`src/rtl/spatial_sequencer.sv`:
```
// Feeds one frame of quantised channel features into the spatial accumulator,
// one channel per cycle with the rotated seed as item hypervector, then flags completion.
//
// state   | meaning
// --------+-------------------------------------------------------------
// IDLE    | ready for a frame; all accumulator-side outputs held at 0
// FEED    | presenting channel ch with the seed rotated right by ch
// WAIT    | letting the accumulator settle for ACC_LATENCY cycles
// DONE    | one-cycle AccDone_SO pulse, accumulator output is valid
module spatial_sequencer #(
    parameter int DIM         = 8,
    parameter int CH_W        = 4,
    parameter int CHANNELS    = 4,
    parameter int ACC_LATENCY = 1
) (
    input  logic                       Clk_CI,
    input  logic                       Reset_RI,
    input  logic                       FeaturesValid_SI,
    output logic                       FeaturesReady_SO,
    input  logic [CHANNELS*CH_W-1:0]   Features_DI,
    input  logic [0:DIM-1]             SeedHV_DI,
    output logic                       Enable_SO,
    output logic                       FirstHypervector_SO,
    output logic [0:DIM-1]             HypervectorOut_DO,
    output logic [CH_W-1:0]            FeatureOut_DO,
    output logic [$clog2(CHANNELS)-1:0] ChannelIdx_DO,
    output logic                       AccDone_SO
);

    localparam int IDX_W = $clog2(CHANNELS);
    localparam int WC_W  = (ACC_LATENCY > 1) ? $clog2(ACC_LATENCY) : 1;
    localparam logic [IDX_W-1:0] LAST_CH = IDX_W'(CHANNELS - 1);

    typedef enum logic [1:0] {
        ST_IDLE,
        ST_FEED,
        ST_WAIT,
        ST_DONE
    } state_t;

    state_t                    state_q;
    logic [IDX_W-1:0]          ch_q;
    logic [WC_W-1:0]           wcnt_q;
    logic [CHANNELS*CH_W-1:0]  frame_q;
    logic [0:DIM-1]            rot_q;
    logic [0:DIM-1]            rot_nxt;
    logic [IDX_W-1:0]          ch_nxt;

    // Rotate right by one in the ascending bit order: bit 0 takes the old last bit.
    assign rot_nxt = {rot_q[DIM-1], rot_q[0:DIM-2]};
    assign ch_nxt  = ch_q + IDX_W'(1);

    always_ff @(posedge Clk_CI) begin
        if (Reset_RI) begin
            state_q             <= ST_IDLE;
            ch_q                <= '0;
            wcnt_q              <= '0;
            frame_q             <= '0;
            rot_q               <= '0;
            FeaturesReady_SO    <= 1'b1;
            Enable_SO           <= 1'b0;
            FirstHypervector_SO <= 1'b0;
            HypervectorOut_DO   <= '0;
            FeatureOut_DO       <= '0;
            ChannelIdx_DO       <= '0;
            AccDone_SO          <= 1'b0;
        end else begin
            case (state_q)
                ST_IDLE: begin
                    if (FeaturesValid_SI && FeaturesReady_SO) begin
                        frame_q             <= Features_DI;
                        rot_q               <= SeedHV_DI;
                        ch_q                <= '0;
                        state_q             <= ST_FEED;
                        FeaturesReady_SO    <= 1'b0;
                        Enable_SO           <= 1'b1;
                        FirstHypervector_SO <= 1'b1;
                        HypervectorOut_DO   <= SeedHV_DI;
                        FeatureOut_DO       <= Features_DI[CH_W-1:0];
                        ChannelIdx_DO       <= '0;
                    end
                end
                ST_FEED: begin
                    rot_q               <= rot_nxt;
                    FirstHypervector_SO <= 1'b0;
                    if (ch_q == LAST_CH) begin
                        state_q           <= ST_WAIT;
                        ch_q              <= '0;
                        wcnt_q            <= WC_W'(ACC_LATENCY - 1);
                        Enable_SO         <= 1'b0;
                        HypervectorOut_DO <= '0;
                        FeatureOut_DO     <= '0;
                        ChannelIdx_DO     <= '0;
                    end else begin
                        ch_q              <= ch_nxt;
                        HypervectorOut_DO <= rot_nxt;
                        FeatureOut_DO     <= frame_q[int'(ch_nxt)*CH_W +: CH_W];
                        ChannelIdx_DO     <= ch_nxt;
                    end
                end
                ST_WAIT: begin
                    if (wcnt_q == '0) begin
                        state_q    <= ST_DONE;
                        AccDone_SO <= 1'b1;
                    end else begin
                        wcnt_q <= wcnt_q - WC_W'(1);
                    end
                end
                ST_DONE: begin
                    state_q          <= ST_IDLE;
                    AccDone_SO       <= 1'b0;
                    FeaturesReady_SO <= 1'b1;
                end
                default: begin
                    state_q          <= ST_IDLE;
                    FeaturesReady_SO <= 1'b1;
                end
            endcase
        end
    end

endmodule
```
`config.mk`:
```
export PLATFORM = sky130hd
export DESIGN_NAME = spatial_sequencer
export DESIGN_NICKNAME = d
export VERILOG_FILES = /design/src/rtl/spatial_sequencer.sv
export SDC_FILE = /design/constraint.sdc
export NUM_CORES = 1
export LEC_CHECK = 0
export CORE_ASPECT_RATIO = 1.25
export CORE_MARGIN = 1.5
export CORE_UTILIZATION = 42
export DETAILED_ROUTE_END_ITERATION = 6
export PLACE_DENSITY_LB_ADDON = 0.25
export SYNTH_ARGS = -nofsm -noshare
export SYNTH_HDL_FRONTEND = slang
export SYNTH_SLANG_ARGS = --single-unit
```
`constraint.sdc`:
```
create_clock -name Clk_CI -period 1.6 [get_ports Clk_CI]
set_input_delay 0.16 -clock Clk_CI [delete_from_list [all_inputs] [get_ports Clk_CI]]
set_output_delay 0.16 -clock Clk_CI [all_outputs]
set_load 0.02 [all_outputs]
```
==> results of run 1 <==
per-stage QoR:
stage / hold WS [ns] / utilization / instances
after floorplan: 0.2960 / - / 236
after global placement: 0.4410 / 0.5610 / 340
after detailed placement: 0.4461 / 0.5610 / 340
after CTS: 0.4049 / 0.5808 / 348
after global routing: 0.4061 / 0.5897 / 348
final: 0.4078 / 0.5897 / 348
routing by layer:
metal  share of wire  vias up
met3           0.060        2
met5               0        -
met4          0.0054        0
li1                -      933
met1            0.43      830
met2            0.50       64
how the worst min path moves through the flow:
| stage | cells past startpoint | startpoint | to |
|---|---|---|---|
| detailed placement | 2 | frame_q[0] | frame_q[0] |
| CTS | 3 | Features_DI[5] | frame_q[5] |
| global route | 3 | Features_DI[11] | frame_q[11] |
| finish | 3 | Features_DI[14] | frame_q[14] |
| floorplan | 2 | Features_DI[10] | frame_q[10] |
| global placement | 2 | frame_q[10] | frame_q[10] |
power breakdown:
group	internal, µW	leakage, µW	switching [µW]	total, µW
clock	352	0.0000455	357	710
sequential	1500	0.000362	252	1750
combinational	1350	0.000602	1400	2750
placed cells by master, fill, tap and decap left out:
master / count
nor2_1: 4
inv_2: 1
or3b_4: 1
clkdlybuf4s50_1: 43
dlymetal6s2s_1: 1
o21ai_0: 2
clkbuf_1: 2
nand4_1: 1
o221ai_1: 3
a21oi_1: 38
a211oi_1: 16
nand2_2: 1
or3_1: 1
nand2_1: 37
clkbuf_8: 6
ha_4: 3
a21boi_0: 1
ha_1: 4
nand2b_1: 3
o221ai_2: 1
buf_4: 17
o221a_2: 2
and3_1: 1
nor4_1: 1
nor2b_1: 14
o22ai_1: 1
dfxtp_2: 2
nor3_1: 18
inv_1: 2
a21bo_2: 1
nand3b_1: 1
dfxtp_1: 42
mux2i_1: 6
o221a_1: 1
nand3_1: 6
mux4_2: 1
buf_12: 3
sequential cells by signal (all words and copies together), names as in the netlist:
name and count:
frame_q 16, HypervectorOut_DO 8, rot_q 8, FeatureOut_DO 4, ch_q 2, state_q 2, AccDone_SO 1, Enable_SO 1
FeaturesReady_SO 1, FirstHypervector_SO 1
kinds of logic after synthesis:
logic type / synth area share
simple gates: 0.2123
compound gates: 0.2079
flops: 0.4370
buf+inv: 0.05834
mux: 0.04097
fa+ha+maj: 0.04345
final cells by class:
cell class / instances / area share
clock buffer: 8 / 0.03279
inverter: 3 / 0.004098
multi-input combinational: 169 / 0.3848
tap: 60 / 0.02732
timing repair buffer: 64 / 0.2295
sequential: 44 / 0.3215
timing repair:
action	CTS	global route
endpoints found under the setup margin	1	40
pin swaps	0	0
gates resized for setup	1	9
hold buffers	0	0
gates cloned	0	0
endpoints found under the hold margin	0	0
==> metrics.txt, run 1 <==
pwr/cell area=1896 mW/mm²; max cap viols=0; final RePlAce weighted congestion=0.8084; FF-to-FF setup slack=0.15 ns; Worst-path clk slew=0.08 ns; Gate Count Post-Synth=236; Overall Power=5209 µW; first-pass GRT wire length=7769 µm; CP Max Fanout=4; clk_skew=0.003702 ns; global-route usage over all layers=0.1922; CTS max path bufs=2; postcts setup bufs=0; delay-heaviest family, CP=buffers and inverters; Diodes inserted=0; Critical Path Stages=1; Final period util=0.9533; Mean Syn Cell Area=8.541 µm²; Worst-Skew Late Latency=0.29 ns; Syn Std Cell Area=0.002016 mm²; register area share after synthesis=0.4370; Worst EP required=1.44 ns; Reg area=883.3 µm²; post-placement cell area=0.002614 mm²; Die X=64.96 µm; Post-synth top cells=dfxtp_1 (44), a21oi_1 (38), nand2_1 (38); clock root cell=clkbuf_8; TritonCTS buffer count=5; CP Capture Type=primary output; final worst slack=0.07469 ns; 1st-iter DRT viols=152; total gr overflow=0; Slew headroom=0.7388; cell row count=28; Hold Crit Class=in -> reg; Critical Path Source=ch_q[1]; dominant cell type by area after synthesis=dfxtp_1; Max VDD drop=785.1 µV; core area=0.004659 mm²; crit-path cells=clkdlybuf4s50_1; Detailed Place HPWL=3263 µm; CP bufs+invs=1; Die Y-Extent=80.46 µm; initial antenna violation count=0; Pins Over Slew Limit=0; I/O Buffers=44; Worst-Margin Slew=0.3883 ns; Top Usage Layer GRT=met2; Worst EP arrival=1.37 ns; die area=0.005226 mm²; fin nets=321; final worst path period need=1.525 ns; asr flop ratio synth=0; RSZ-0062 raised after global routing=false; Detail Route Antenna Nets=0; Routed WL=4603 µm; CTS tree=built; Routed WL per cell=13.23 µm; TNS Setup=0 ns; detailed-route via count=1829; Leak=0.001010 µW; DRT Pass-1 Iters=4; IO Count=45; Post-synth EDFFs=0; GR Util met2=0.3381; largest net degree at the start of global routing=33; Syn-to-layout area delta=36.31%; post-route design area=0.002748 mm²; post-synth cell types=32; total clock sinks=44; final setup fails=0; Max stage delay cell, worst path=clkdlybuf4s50_1; DP Worst Slack=0.01854 ns; drt drc=0; Synth top area share=0.4370; r2r endpoint=Enable_SO; Seq cells post-synth=44; Critical Path End=ChannelIdx_DO[1]; vias per cell=5.256; number of global-route vias before repair=1652; M3 GR Usage=0.04762; fmax=655.6 MHz; outcome=complete, no violations; Top FF cell, synth=dfxtp_1; final hold vios=0; layout cells sized above 1=0.1354; synth warn=0; H-Tree Depth=2; GR Layer Usage met1=0.2289; area of the multi-input gates=0.001057 mm²; dominant cells by area after synthesis=dfxtp_1 (44%), a21oi_1 (9.4%), nand2_1 (7.1%); starting density of the core=0.4326; count leader, synth=dfxtp_1; Reg-to-Reg Start=state_q[0]; # fillers=432; reg2reg path depth=5; crit-path max cell delay=0.65 ns; Synthesized Nets=270; crit start category=flip-flop; type of the worst setup path=reg -> out
Note: power is estimated with default switching activity, not from simulation.
==> inputs of run 2 (changes only) <==
--- a/config.mk
+++ b/config.mk
@@ -5,6 +5,8 @@
 export SDC_FILE = /design/constraint.sdc
 export NUM_CORES = 1
 export LEC_CHECK = 0
+export ABC_AREA = 1
+export CAP_MARGIN = 0
 export CORE_ASPECT_RATIO = 1.25
 export CORE_MARGIN = 1.5
 export CORE_UTILIZATION = 42
==> run 2 against run 1 <==
Clock-buffer cell count unchanged. Global-route usage fell by 0.70 points. Wire length decreased by 1.6%. Sequential share of layout area increased by 1.8 points. Utilization fell by 1.2 points. Worst hold slack better by 0.048 ns. Combinational power down 13%. Die area down 0.65%. Highest routed layer unchanged. Register-to-register slack lost 0.06 ns. Worst setup slack improved by 0.014 ns. Sequential cell count did not move. Final area shrank 5.5%.
==> metrics.txt, run 2 <==
outcome=complete, no violations; post-placement cell area=0.002505 mm²; CP Capture Type=flip-flop; layout cells sized above 1=0.07372; CTS resizes=0; Slew headroom=0.8507; vias per cell=4.951; starting density of the core=0.4456; Worst EP required=1.83 ns; post-route non-filler standard cell count=370; DRT Pass-1 Iters=5; I/O Buffers=44; Final period util=0.9445; most frequent cells in the layout=clkdlybuf4s50_1 (44), dfxtp_1 (43), a21oi_1 (42); Worst-path clk slew=0.08 ns; Critical Path Source=state_q[1]; TritonCTS buffer count=5; Core Util, Final=0.5778; dominant cell type by area after synthesis=dfxtp_1; Worst-Skew Late Latency=0.29 ns; Critical Path End=FeatureOut_DO[2]; Leak=0.001124 µW; Synth Area in Adders=0.04375; Synthesized Nets=299; post-synthesis mux area share=0; Hold Crit Class=reg -> reg; initial antenna violation count=0; CTS tree=built; Worst EP arrival=1.74 ns; Die Y-Extent=80.19 µm; Routed WL per cell=12.25 µm; r2r endpoint=FeatureOut_DO[2]; synthesized-area fraction occupied by ao, oa, aoi and oai cells=0.2444; detailed-route via count=1832; Top Registers=frame_q (16), HypervectorOut_DO (8), rot_q (8); final RePlAce weighted congestion=0.8243; RSZ-0062 raised after global routing=true; FF-to-FF setup slack=0.09 ns; asr flop ratio synth=0; crit start category=flip-flop; total gr overflow=0; fmax=661.7 MHz; commonest non-fill, non-tap cell in the layout=clkdlybuf4s50_1; dominant cells by area after synthesis=dfxtp_1 (44%), a21oi_1 (11%), nand2_1 (7.5%); Post-synth top cells=dfxtp_1 (44), a21oi_1 (42), nand2_1 (40); CP Max Fanout=19; Reg area=882.1 µm²; drt drc=0; xor and xnor area share after synthesis=0; Mean Syn Cell Area=7.554 µm²; Detailed Place HPWL=3221 µm; Synth Area in Simple Gates=0.1550; Post-synth EDFFs=0; Routed WL=4531 µm; Cells after DPL=362; area of the multi-input gates=887.1 µm²; Seq cells post-synth=44; Syn-to-layout area delta=29.69%; register name with the most flops=frame_q; post-route design area=0.002596 mm²; met3 routed WL=182 µm; cell row count=27; Reg-to-Reg Start=state_q[1]; synth warn=0; H-Tree Depth=2; final hold vios=0; # fillers=433; Die X=64.75 µm; first-pass GRT wire length=7686 µm; Syn Std Cell Area=0.002002 mm²; Top FF cell, synth=dfxtp_1; fin nets=345; max reg flops=16; total clock sinks=44; post-synth cell types=22; pwr/cell area=1860 mW/mm²; count leader, synth=dfxtp_1; global-route usage over all layers=0.1852; die area=0.005192 mm²; clock root cell=clkbuf_8; CTS max path bufs=2; IO Count=45; Max VDD drop=1010 µV; # hold bufs at CTS=0; register area share after synthesis=0.4400; Detail Route Antenna Nets=0; Worst-Margin Slew=0.2237 ns; clk_skew=0.005739 ns; postcts setup bufs=0; Pins Over Slew Limit=0; type of the worst setup path=reg -> reg; Diodes inserted=0; reg2reg path depth=9; routed wl met2=2230 µm; highest routed layer=met4; number of global-route vias before repair=1820; final worst path period need=1.511 ns; Synth top area share=0.4400; core area=0.004493 mm²; largest family of logic cells by synthesized area=compound AO/OA/AOI/OAI gates; routed length on met1=2044 µm; largest net degree at the start of global routing=40; final setup fails=0; 1st-iter DRT viols=66; max cap viols=0; Gate Count Post-Synth=265
run 2: cell types whose count changed after synthesis, moves of 4 or more:
cell / delta
a211oi_1: -16
nand3_1: +8
o21ai_0: +16
buf_2: -6
o21ai_1: +20
nor2b_1: -14
inv_1: +29
a31oi_1: +6
nor2_1: +10
a21oi_1: +4
buf_6: +4
nor3_1: -16
mux2i_1: -6
run 2: metrics by stage:
stage               TNS, ns  hold slack, ns  setup WS (ns)  power, µW
floorplan                 0          0.2224         0.2816       3400
global placement          0          0.4365         0.1732       4087
detailed placement        0          0.4449         0.1108       4140
CTS                       0          0.4577        0.08433       4890
global route        -0.1139          0.4841       -0.03898       5247
finish                    0          0.4553        0.08875       4829
run 2: power by group:
group,switching [µW],internal (µW)
Sequential,220,1510
Clock,357,352
Combinational,1400,985
Total,1980,2850
run 2: worst max-delay path, cell delays in order, from the launching register on:
cell	delay (ns)
dfxtp_1	0.33
inv_1	0.12
ha_1	0.27
nand3_2	0.15
buf_4	0.22
inv_2	0.07
nand3_1	0.07
nand2_1	0.07
inv_1	0.04
a21oi_2	0.10
run 2: worst min path at each step:
stage | to | slack (ns) | cells past startpoint | from
6_report | frame_q[9] | 0.46 | 2 | frame_q[9]
5_1_grt | frame_q[15] | 0.48 | 2 | frame_q[15]
4_1_cts | frame_q[2] | 0.46 | 2 | frame_q[2]
3_5_place_dp | frame_q[2] | 0.44 | 2 | frame_q[2]
3_3_place_gp | frame_q[2] | 0.44 | 2 | frame_q[2]
2_1_floorplan | FeatureOut_DO[2] | 0.22 | 1 | Reset_RI
run 2: cell families after synthesis:
group / Yosys count
AOI/OAI and AO/OA: 92
adders and majority gates: 7
buffers and inverters: 49
DFF: 44
and+or+nand+nor: 73
run 2: cell type report:
type / instances / share of cell area
Clock buffer: 8 / 0.03470
Inverter: 35 / 0.05060
Multi-Input combinational cell: 172 / 0.3417
Sequential cell: 44 / 0.3398
Tap cell: 58 / 0.02795
Timing Repair Buffer: 53 / 0.2053
run 2: layer usage:
layer  up-vias  GRT usage
met3         7    0.03641
met1       807     0.2106
li1        970          -
met4         0    0.06383
met2        48     0.3402
met5         -          0
==> inputs of run 3 (changes only) <==
--- a/config.mk
+++ b/config.mk
@@ -10,6 +10,7 @@
 export CORE_ASPECT_RATIO = 1.25
 export CORE_MARGIN = 1.5
 export CORE_UTILIZATION = 42
+export CTS_CLUSTER_SIZE = 10
 export DETAILED_ROUTE_END_ITERATION = 6
 export PLACE_DENSITY_LB_ADDON = 0.25
 export SYNTH_ARGS = -nofsm -noshare
==> constraint.sdc (replaced) <==
create_clock -name Clk_CI -period 1.7 [get_ports Clk_CI]
set_input_delay 0.17 -clock Clk_CI [delete_from_list [all_inputs] [get_ports Clk_CI]]
set_output_delay 0.17 -clock Clk_CI [all_outputs]
set_load 0.02 [all_outputs]
==> run 3 against run 2 <==
Power shrank 6.8%. Sequential cell count is the same. Wire length shrank 5.5%. Clock skew shrank 0.0011 ns. Worst setup slack gained 0.074 ns. Utilization shrank 0.31 points. Critical path depth is the same. Cell count shrank 1.1%. Sequential share of layout area grew 0.13 points. Non-clock buffer count shrank 4. Worst hold slack is essentially flat. Die area is the same. Critical endpoint unchanged. Highest routed layer unchanged.
==> metrics.txt, run 3 (synthesized netlist as in run 2, its figures left out) <==
outcome=complete, no violations; CP Max Fanout=37; Clock power frac=0.149; Final period util=0.9045; Diodes inserted=0; Worst-Skew Late Latency=0.30 ns; clock root cell=clkbuf_8; P_int=2650 µW; layout cells sized above 1=0.06494; Pins Over Slew Limit=0; global-route usage over all layers=0.1781; TritonCTS buffer count=5; Die Y-Extent=80.19 µm; crit-path max cell delay=0.38 ns; final RePlAce weighted congestion=0.8031; Slew headroom=0.8249; crit-path most repeated cell=inv_1; Worst-path clk slew=0.08 ns; pwr/cell area=1742 mW/mm²; Worst EP arrival=1.72 ns; first-pass GRT wire length=7348 µm; crit start category=flip-flop; Leak=0.001130 µW; Switching Fraction=0.4109; Worst EP required=1.89 ns; drt drc=0; total clock sinks=44; Logic pwr share=0.491; Worst-Margin Slew=0.2618 ns; Psw=1849 µW; most frequent cells in the layout=dfxtp_1 (44), clkdlybuf4s50_1 (43), a21oi_1 (42); Hold Crit Class=reg -> reg; core area=0.004493 mm²; Routed WL=4280 µm; postcts setup bufs=0; CP Capture Type=flip-flop; reg2reg path depth=9; DRT Pass-1 Iters=4; clk_skew=0.004653 ns; initial antenna violation count=0; max cap viols=0; Max stage delay cell, worst path=dfxtp_1; number of global-route vias before repair=1689; I/O Buffers=44; Syn-to-layout area delta=29.00%; CTS max path bufs=2; commonest non-fill, non-tap cell in the layout=dfxtp_1; met3 routed WL=190 µm; routed wl met2=2062 µm; fmax=650.4 MHz; Overall Power=4499 µW; post-route non-filler standard cell count=366; Die X=64.75 µm; fin nets=341; total gr overflow=0; Max VDD drop=1034 µV; Flop pwr share=0.360; final setup fails=0; starting density of the core=0.4456; detailed-route via count=1795; cell row count=27; die area=0.005192 mm²; Detail Route Antenna Nets=0; CTS tree=built; IO Count=45; vias per cell=4.904; max reg flops=16; Top Registers=frame_q (16), HypervectorOut_DO (8), rot_q (8); highest routed layer=met4; crit-path cells=inv_1 > ha_1 > nand3_2 > buf_6 > inv_2 > nand3_1 > nand2_1 > inv_1 > a21oi_2; worst hold path depth=2; largest net degree at the start of global routing=40; final hold vios=0; Routed WL per cell=11.69 µm; CTS resizes=0; # hold bufs at CTS=0; Detailed Place HPWL=3058 µm; H-Tree Depth=2; register name with the most flops=frame_q; type of the worst setup path=reg -> reg; Cells after DPL=358; routed length on met1=1949 µm; 1st-iter DRT viols=93; final worst path period need=1.538 ns
run 3: cell types whose count changed in the layout (fill, tap and decap cells not counted), sizes merged:
cell,before,now
clkbuf,8,6
buf,9,5
dlymetal6s2s,0,1
clkdlybuf4s50,44,43
clkinv,0,2
run 3: power groups by stage:
stage	clock network, µW	registers, µW	logic (µW)
floorplan	0	1800	1400
global placement	0	1640	2160
detailed placement	0	1640	2200
CTS	694	1620	2210
global route	738	1680	2490
finish	670	1620	2210
run 3: worst paths after layout:
check / start / end / slack (ns)
max reg2reg: state_q[0] / FeatureOut_DO[2] / 0.16
max: state_q[0] / FeatureOut_DO[2] / 0.16
min: frame_q[11] / frame_q[11] / 0.46
min reg2reg: frame_q[11] / frame_q[11] / 0.46
run 3: critical path, delay by kind of cell (launching register included):
kind / cells / cell delay [ns]
flops: 1 / 0.38
compound gates: 1 / 0.04
fa+ha+maj: 1 / 0.26
buf+inv: 4 / 0.47
simple gates: 3 / 0.27
run 3: routing by layer:
metal,GRT usage,vias up
met5,0,-
met3,0.03922,8
li1,-,963
met2,0.3072,43
met1,0.2104,781
met4,0.07660,0
run 3: final cells by class:
cell class              instances  area, µm²
fillers                       440       1911
well taps                      58      72.57
clock inverters                 2      10.01
clock buffers                   6      82.58
flip-flops and latches         44      880.8
inverters                      35      131.4
multi-input cells             172      895.9
repair buffers                 49      509.2
run 3: through the flow:
step / setup slack (ns) / utilization / hold WS, ns / instance area (µm²) / TNS [ns]
floorplan: 0.3816 / - / 0.2324 / 2002 / 0
CTS: 0.01551 / 0.5714 / 0.4555 / 2567 / 0
global route: -0.0008489 / 0.5748 / 0.4925 / 2582 / -0.0008489
global placement: 0.1808 / 0.5508 / 0.4375 / 2475 / 0
finish: 0.1624 / 0.5748 / 0.4551 / 2582 / 0
detailed placement: 0.1357 / 0.5508 / 0.4432 / 2475 / 0
